==> src/rtl/cpu_boot_ctl_if.sv <==
// Request/status bundle between the board support logic, cpu_boot_ctl and the core.
// master = support/core side, slave = cpu_boot_ctl.
interface cpu_boot_ctl_if;
  logic       reset_req;
  logic       boot_req;
  logic       halt_req;
  logic       boot_done;
  logic       core_reset;
  logic       prom_enable;
  logic       run;
  logic       halted;
  logic       boot_fail;
  logic [2:0] state;

  modport master (
    output reset_req, boot_req, halt_req, boot_done,
    input  core_reset, prom_enable, run, halted, boot_fail, state
  );

  modport slave (
    input  reset_req, boot_req, halt_req, boot_done,
    output core_reset, prom_enable, run, halted, boot_fail, state
  );
endinterface

==> src/rtl/cpu_boot_ctl.sv <==
// CPU-side boot sequencer: sync + glitch-qualify reset/boot/halt requests, then walk RESET/BOOT/RUN/HALT.
// Optional boot watchdog (and the FAIL state) compiled in with CPU_BOOT_WATCHDOG_EN.
module cpu_boot_req_qual #(
  parameter int SYNC_STAGES = 2,
  parameter int MIN_REQ     = 4
) (
  input  logic cpuclk,
  input  logic reset_n,
  input  logic req_a,
  output logic req_q
);
  localparam logic [7:0] MIN_CNT = 8'(MIN_REQ);

  logic [SYNC_STAGES-1:0] sync_r;
  logic [7:0]             cnt_r;
  logic                   q_r;
  logic                   req_s;

  assign req_s = sync_r[SYNC_STAGES-1];
  assign req_q = q_r;

  // Level only flips after MIN_REQ consecutive cycles disagreeing with it.
  always_ff @(posedge cpuclk or negedge reset_n) begin
    if (!reset_n) begin
      sync_r <= '0;
      cnt_r  <= '0;
      q_r    <= 1'b0;
    end else begin
      sync_r <= {sync_r[SYNC_STAGES-2:0], req_a};
      if (req_s == q_r) begin
        cnt_r <= '0;
      end else if (cnt_r + 8'd1 == MIN_CNT) begin
        q_r   <= ~q_r;
        cnt_r <= '0;
      end else begin
        cnt_r <= cnt_r + 8'd1;
      end
    end
  end
endmodule

module cpu_boot_ctl #(
  parameter int SYNC_STAGES  = 2,
  parameter int MIN_REQ      = 4,
  parameter int RESET_CYCLES = 16,
  parameter int BOOT_TIMEOUT = 1023
) (
  input  logic         cpuclk,
  input  logic         reset_n,
  cpu_boot_ctl_if.slave bus
);
  localparam int         NUM_REQ   = 3;
  localparam logic [15:0] RESET_CNT = 16'(RESET_CYCLES);

  typedef enum logic [2:0] {
    ST_RESET = 3'd0,
    ST_BOOT  = 3'd1,
    ST_RUN   = 3'd2,
    ST_HALT  = 3'd3,
    ST_FAIL  = 3'd4
  } state_t;

  state_t               state_r, state_nxt;
  logic [NUM_REQ-1:0]   req_a, req_q;
  logic                 reset_q, boot_q, halt_q;
  logic                 reset_q_d, reset_rise;
  logic [15:0]          rst_cnt;
  logic                 wd_expired;

  assign req_a = {bus.halt_req, bus.boot_req, bus.reset_req};

  cpu_boot_req_qual #(
    .SYNC_STAGES (SYNC_STAGES),
    .MIN_REQ     (MIN_REQ)
  ) u_qual [NUM_REQ-1:0] (
    .cpuclk  (cpuclk),
    .reset_n (reset_n),
    .req_a   (req_a),
    .req_q   (req_q)
  );

  assign reset_q    = req_q[0];
  assign boot_q     = req_q[1];
  assign halt_q     = req_q[2];
  assign reset_rise = reset_q & ~reset_q_d;

  always_ff @(posedge cpuclk or negedge reset_n) begin
    if (!reset_n) reset_q_d <= 1'b0;
    else          reset_q_d <= reset_q;
  end

  // Outside RESET the count sits at 0, so every entry starts from zero.
  always_ff @(posedge cpuclk or negedge reset_n) begin
    if (!reset_n)                            rst_cnt <= '0;
    else if (reset_q || state_r != ST_RESET) rst_cnt <= '0;
    else if (rst_cnt != RESET_CNT)           rst_cnt <= rst_cnt + 16'd1;
  end

`ifdef CPU_BOOT_WATCHDOG_EN
  localparam logic [10:0] WD_LIMIT = 11'(BOOT_TIMEOUT);
  logic [10:0] wd_cnt;

  always_ff @(posedge cpuclk or negedge reset_n) begin
    if (!reset_n)               wd_cnt <= '0;
    else if (state_r != ST_BOOT) wd_cnt <= '0;
    else                        wd_cnt <= wd_cnt + 11'd1;
  end

  assign wd_expired = (wd_cnt == WD_LIMIT);
`else
  assign wd_expired = 1'b0;
`endif

  always_ff @(posedge cpuclk or negedge reset_n) begin
    if (!reset_n) state_r <= ST_RESET;
    else          state_r <= state_nxt;
  end

  always_comb begin
    state_nxt = state_r;
    if (reset_rise) begin
      state_nxt = ST_RESET;
    end else begin
      case (state_r)
        ST_RESET: if (rst_cnt == RESET_CNT && !reset_q && boot_q) state_nxt = ST_BOOT;
        ST_BOOT: begin
          if (bus.boot_done)   state_nxt = ST_RUN;
          else if (wd_expired) state_nxt = ST_FAIL;
        end
        ST_RUN:  if (halt_q)  state_nxt = ST_HALT;
        ST_HALT: if (!halt_q) state_nxt = ST_RUN;
        ST_FAIL: state_nxt = ST_FAIL;
        default: state_nxt = ST_RESET;
      endcase
    end
  end

  // Moore decode straight off the state register.
  always_comb begin
    bus.core_reset  = 1'b0;
    bus.prom_enable = 1'b0;
    bus.run         = 1'b0;
    bus.halted      = 1'b0;
    case (state_r)
      ST_RESET: bus.core_reset = 1'b1;
      ST_BOOT: begin
        bus.prom_enable = 1'b1;
        bus.run         = 1'b1;
      end
      ST_RUN:  bus.run        = 1'b1;
      ST_HALT: bus.halted     = 1'b1;
      ST_FAIL: bus.core_reset = 1'b1;
      default: bus.core_reset = 1'b1;
    endcase
  end

`ifdef CPU_BOOT_WATCHDOG_EN
  assign bus.boot_fail = (state_r == ST_FAIL);
`else
  assign bus.boot_fail = 1'b0;
`endif

  assign bus.state = state_r;
endmodule

==> src/flat_wrapper.sv <==
// flat-port wrapper written by rule: the top's interface ports become plain ports
module cpu_boot_ctl_flat 
#(
  parameter int SYNC_STAGES  = 2,
  parameter int MIN_REQ      = 4,
  parameter int RESET_CYCLES = 16,
  parameter int BOOT_TIMEOUT = 1023
)
  (cpuclk, reset_n, bus_reset_req, bus_boot_req, bus_halt_req, bus_boot_done, bus_core_reset, bus_prom_enable, bus_run, bus_halted, bus_boot_fail, bus_state);
  cpu_boot_ctl_if bus_i ();
  input  logic cpuclk;
  input  logic reset_n;
  input wire logic [$bits(bus_i.reset_req)-1:0] bus_reset_req;
  input wire logic [$bits(bus_i.boot_req)-1:0] bus_boot_req;
  input wire logic [$bits(bus_i.halt_req)-1:0] bus_halt_req;
  input wire logic [$bits(bus_i.boot_done)-1:0] bus_boot_done;
  output wire logic [$bits(bus_i.core_reset)-1:0] bus_core_reset;
  output wire logic [$bits(bus_i.prom_enable)-1:0] bus_prom_enable;
  output wire logic [$bits(bus_i.run)-1:0] bus_run;
  output wire logic [$bits(bus_i.halted)-1:0] bus_halted;
  output wire logic [$bits(bus_i.boot_fail)-1:0] bus_boot_fail;
  output wire logic [$bits(bus_i.state)-1:0] bus_state;
  assign bus_i.reset_req = bus_reset_req;
  assign bus_i.boot_req = bus_boot_req;
  assign bus_i.halt_req = bus_halt_req;
  assign bus_i.boot_done = bus_boot_done;
  assign bus_core_reset = bus_i.core_reset;
  assign bus_prom_enable = bus_i.prom_enable;
  assign bus_run = bus_i.run;
  assign bus_halted = bus_i.halted;
  assign bus_boot_fail = bus_i.boot_fail;
  assign bus_state = bus_i.state;
  cpu_boot_ctl #(.SYNC_STAGES(SYNC_STAGES), .MIN_REQ(MIN_REQ), .RESET_CYCLES(RESET_CYCLES), .BOOT_TIMEOUT(BOOT_TIMEOUT)) u_core (.cpuclk(cpuclk), .reset_n(reset_n), .bus(bus_i));
endmodule
==> config.mk <==
export PLATFORM = sky130hd
export DESIGN_NAME = cpu_boot_ctl_flat
export DESIGN_NICKNAME = d
export VERILOG_FILES = /design/src/rtl/cpu_boot_ctl_if.sv /design/src/rtl/cpu_boot_ctl.sv /design/src/flat_wrapper.sv
export SDC_FILE = /design/constraint.sdc
export NUM_CORES = 1
export LEC_CHECK = 0
export BUFFER_PORTS_ARGS = -buffer_cell sky130_fd_sc_hd__clkbuf_2
export CORE_ASPECT_RATIO = 0.9
export CORE_UTILIZATION = 60
export CTS_BUF_LIST = sky130_fd_sc_hd__clkbuf_16
export CTS_CLUSTER_DIAMETER = 120
export DETAILED_ROUTE_END_ITERATION = 12
export MAX_ROUTING_LAYER = met4
export PLACE_DENSITY = 0.79
export RECOVER_POWER = 100
export SYNTH_ARGS = -nofsm -noshare
export SYNTH_HDL_FRONTEND = slang
export SYNTH_SLANG_ARGS = --single-unit
==> constraint.sdc <==
create_clock -name cpuclk -period 4.3 [get_ports cpuclk]
set_input_delay 0.43 -clock cpuclk [delete_from_list [all_inputs] [get_ports cpuclk]]
set_output_delay 0.43 -clock cpuclk [all_outputs]
set_load 0.02 [all_outputs]
Word-level counts from Yosys, hierarchy flattened
Index checks and enable logic that the tools add are counted.
- add/sub/neg operators: 4
- multipliers: 0
- divide/modulo/power cells: 0
- $lt $le $gt $ge: 0
- equality and inequality tests: 16
- shifts and indexed selects: 0
- muxes and demuxes: 18
- bitwise gates (word level): 8
- reductions and logical operators: 13
- operators by type and width (cell ; number):
    $mux 8 ; 6
    $mux 16 ; 2
    $add 8x1->8 const B ; 3
    $eq 8x3->1 const B ; 3
    $add 16x1->16 const B ; 1
    $eq 16x5->1 const B ; 1
    $ne 16x5->1 const B ; 1
    $mux 3 ; 5
    $pmux 3 s5 ; 1
    $ne 3x2->1 const B ; 3
    $not 1->1 ; 7
    $eq 3x2->1 const B ; 2
    $reduce_and 2->1 ; 3
    $mux 1 ; 4
    $reduce_and 4->1 ; 1
    $eq 1x1->1 ; 3
    $eq 3x1->1 const B ; 1
    $eq 3x3->1 const B ; 1
    $logic_not 3->1 ; 1
    $ne 3x1->1 const B ; 1
    $reduce_bool 3->1 ; 1
    $reduce_or 3->1 ; 1
    $logic_and 1x1->1 ; 2
    $reduce_bool 2->1 ; 1
    other kinds (4) ; 4
- register bits after elaboration: 53
- latch bits: 0
- RAM bits: 0
- bits in read-only memories: 0
- input port bits: 6
- logic and storage cells: 71
- memories: 0

Longest topological paths before layout
- depth after elaboration: 6
- depth in mapped cells: 6
- mapped depth without buffers: 6

Cells and area by module
A second synthesis with hierarchy kept.
- cell total of the unflattened synthesis: 262
- area total of the unflattened synthesis: 2747.6 µm²
- modules (own cells, without submodules) (module ; times used ; cells an instance ; area each (µm²)):
    cpu_boot_req_qual ; 3 ; 51 ; 561.8
    cpu_boot_ctl ; 1 ; 109 ; 1062.3

Least setup slack after synthesis
Ideal clock, no wire load.
- path kind: register to output
- start: register u_core.state_r[0] (netlist: u_core.bus.state[0])
- end: output port bus_prom_enable
- arrival time: 1.195 ns
- required time: 3.870 ns
- path slack: 2.675 ns
- stages on the path, launching flop included: 3
- path buffers: 1
- cell sequence: dfrtp_1 > buf_2 > nor3b_1
- word-level cells in the longest chain between the ends: 2
- RTL lines (item ; RTL line ; text):
    from (decl) ; cpu_boot_ctl.sv:63 ; state_t state_r, state_nxt;
    from (signal assigned) ; cpu_boot_ctl.sv:116 ; else state_r <= state_nxt;
    $eq 3x1->1 ; cpu_boot_ctl.sv:144 ; case (state_r)
    $mux 1 ; cpu_boot_ctl.sv:144 ;
    to (decl) ; flat_wrapper.sv:18 ; output wire logic [$bits(bus_i.prom_enable)-1:0] bus_prom_enable;
Every way passes these cells.

Final worst setup path
- start: register u_core.state_r[1] (netlist: u_core.bus.state[1])
- end: register u_core.rst_cnt[1]
- word-level cells in the longest chain between the ends: 3
- elaborated cells between the ends (all ways): 4
- those cells by class: mux: 1; reduce/logical: 3
- RTL lines (item ; RTL line ; text):
    $reduce_bool 3->1 (*) ; cpu_boot_ctl.sv:95 ; else if (reset_q || state_r != ST_RESET) rst_cnt <= '0;
    $logic_or 1x1->1 (*) ; cpu_boot_ctl.sv:95 ;
    $mux 16 / $reduce_bool 2->1 (equally long branches) ; -- ;
    to (signal assigned) ; cpu_boot_ctl.sv:96 ; else if (rst_cnt != RESET_CNT) rst_cnt <= rst_cnt + 16'd1;
    to (decl) ; cpu_boot_ctl.sv:67 ; logic [15:0] rst_cnt;
Mark *: on every way between the ends. The rest lies on a longest branch, timed or not.
A chain may end at the register's enable or synchronous reset.

==> impl_metrics.tcl <==
set metrics [dict create \
    status "finished, final reports clean" \
    core_um2 3840 \
    hpwl_um 2570 \
    path_clk_slew_ns 0.07 \
    grt_pass1_vias 1579 \
    avgViaCountPerCell 5.63 \
    utilization 0.695 \
    path_max_fanout 16 \
    cp_top_family "simple AND/OR/NAND/NOR gates" \
    vdd_drop_max_mv 0.328 \
    post-cts-setup-buffers 0 \
    rows 21 \
    synthDistinctLibCells 38 \
    antenna_found_initial 0 \
    ys_warn_count 0 \
    gp_congestion 0.817 \
    path_buf_inv 0 \
    grt_max_degree 54 \
    holdWs_ns 0.244 \
    drt_iter0_markers 84 \
    slowest_delay_ns 0.83 \
    num_vias 1632 \
    slowest_stage "or4_1" \
    detail-route-antenna-nets 0 \
    hp-class "in2reg" \
    io_buffers 12 \
    initial_utilization 0.645 \
    drcViolationCount 0 \
    avgSynthCellArea_um2 10.8 \
    cts_root_buf "clkbuf_16" \
    relSlewSlack 0.583 \
    crit_required_ns 4.48 \
    dieArea_um2 4380 \
    start_kind "flip-flop" \
    rrSetupSlack_ns 2.50 \
    ctsHtreeMaxLevel 2 \
    rsz0062_at_grt "no" \
    cts_tree "yes" \
    fin_crit_sh 0.419 \
    syn2layout_area_growth_pct 7.74 \
    cp_cell_sequence "or4_1 -> o31ai_1" \
    postCtsResizedCells 0 \
    drive_gt1_frac 0.0779 \
    numCtsBuffers 5 \
    reg2reg_to "u_core.rst_cnt[1]" \
    hp-start "bus_halt_req" \
    dr.pass1.iters 4 \
    yosysSeqAreaShare 0.536 \
    hold_buffers 0 \
    max_freq_mhz 555 \
    synthesis.area_um2 2470 \
    reg2reg_from "u_core.bus.state[1]" \
    cts_buffer_depth 2 \
    drt_wl_total_um 3930 \
    fin_nets 254 \
    fillCellCount 306 \
    grt_overflow 0 \
    worstSkewPairLatency_ns 0.28 \
    die_width_um 69.7 \
    antenna_cells 0 \
    crit_start "u_core.bus.state[1]" \
    power_density_nw_per_um2 511 \
    cts_num_sinks 53 \
    grt_usage 0.204 \
    worstSetupEndpointType "flip-flop" \
    synthCells 230 \
    ios 14 \
    hold_viol 0 \
    synth_fp_nets 241 \
    synth_seq_cells 53 \
    holdPathEnd "u_core.u_qual[2].sync_r[0]" \
    dieHeight_um 62.9 \
    synthTopCellsByArea "dfrtp_1, xor2_1, nor2_1" \
    synth_top_area_share 0.536 \
    maxCapViolations 0 \
    crit_arrival_ns 1.98 \
    setup_viol 0 \
    p_leak_nw 1.16 \
    finalCriticalPeriod_ns 1.80 \
    holdPathStages 1 \
    cp_num_cells 2 \
    setup_tns_ns 0 \
    tightest_slew_ns 0.620 \
    wl_per_cell_um 13.5 \
    grt_pass1_wl_um 6800 \
    finalMaxSlewViolations 0 \
    reg2reg_depth 2 \
    crit_type "reg2reg" \
    yosysTopAreaCell "dfrtp_1" \
    fin_skew_ns 0.00433 \
]
Yosys cell counts, drive strengths merged:
cell type  count
or3            3
nor2b          5
o21bai         1
ha             5
mux2           3
nand2          6
and4           3
dfrtp         53
nor4           5
conb           1
xnor2         14
nand4          8
nand3         18
nor3b          1
xor2          18
nor2          34
and3b          1
or4b           1
nor4b          5
or2b           1
nor3           6
and3           7
clkbuf         1
o21ai          4
a21oi          7
nand3b         3
or4            1
o31ai          1
nand2b         3
inv            5
buf            6
placed cells by master (no fill, tap or decap), types with 2 or more instances in the layout:
cell and instances:
inv_1 5, nor2b_1 5, nand3_1 18, nor4_1 5, nand3b_1 3, clkbuf_1 7, ha_1 5, nand2_1 6
or3_1 2, xnor2_1 14, nor4b_1 4, clkbuf_16 5, o21ai_0 4, clkbuf_2 5, a21oi_1 7, and4_1 2
mux2_2 3, nand2b_1 3, dfrtp_1 53, xor2_1 18, nor2_1 34, and3_1 7, nand4_1 8, nor3_1 6
routing by layer:
metal / part of all wire / GRT usage / vias to the layer above
met4: 0.015 / 0.0750 / 0
met2: 0.49 / 0.334 / 19
met5: 0 / - / -
met3: 0.024 / 0.0468 / 8
met1: 0.47 / 0.251 / 785
li1: - / - / 820
registers in the layout (all words and copies together), names as in the netlist:
signal and cells:
u_core.u_qual.cnt_r 24, u_core.rst_cnt 16, u_core.u_qual.req_q 3, u_core.bus.state 3
u_core.u_qual.sync_r 6, u_core.reset_q_d 1
logic make-up after synthesis:
group,synth area share
buffers and inverters,0.0324
other,0.00152
XOR/XNOR,0.113
AND/OR/NAND/NOR,0.247
adder cells (fa/ha/maj),0.0253
AO/OA/AOI/OAI,0.0303
multiplexers,0.0137
flip-flops,0.536
worst max path at each step:
stage / end / slack, ns
floorplan: bus_prom_enable / 2.67
global placement: u_core.bus.state[0] / 2.73
detailed placement: u_core.bus.state[0] / 2.64
CTS: bus_prom_enable / 2.60
global route: u_core.rst_cnt[1] / 2.41
finish: u_core.rst_cnt[1] / 2.50
final cells by class:
type                    instances  area, µm²  area share
clock buffers                   5        125      0.0469
clock inverters                 3       20.0     0.00751
inverters                       5       18.8     0.00704
multi-input cells             165       1060       0.397
flip-flops and latches         53       1330       0.498
well taps                      46       57.6      0.0216
repair buffers                 13       58.8      0.0221
power breakdown:
part / internal, mW / total [mW] / switching [mW]
Sequential: 0.569 / 0.657 / 0.0883
Clock: 0.216 / 0.388 / 0.172
Combinational: 0.125 / 0.316 / 0.191
Total: 0.910 / 1.36 / 0.451
through the flow:
stage	std cells	power, mW	cell area, µm²	setup WS [ns]
2_1_floorplan	230	0.940	2470	2.67
3_3_place_gp	282	0.991	2540	2.73
3_5_place_dp	282	0.998	2540	2.64
4_1_cts	290	1.39	2680	2.60
5_1_grt	290	1.44	2670	2.41
6_report	290	1.36	2670	2.50
Note: power is estimated with default switching activity, not from simulation.
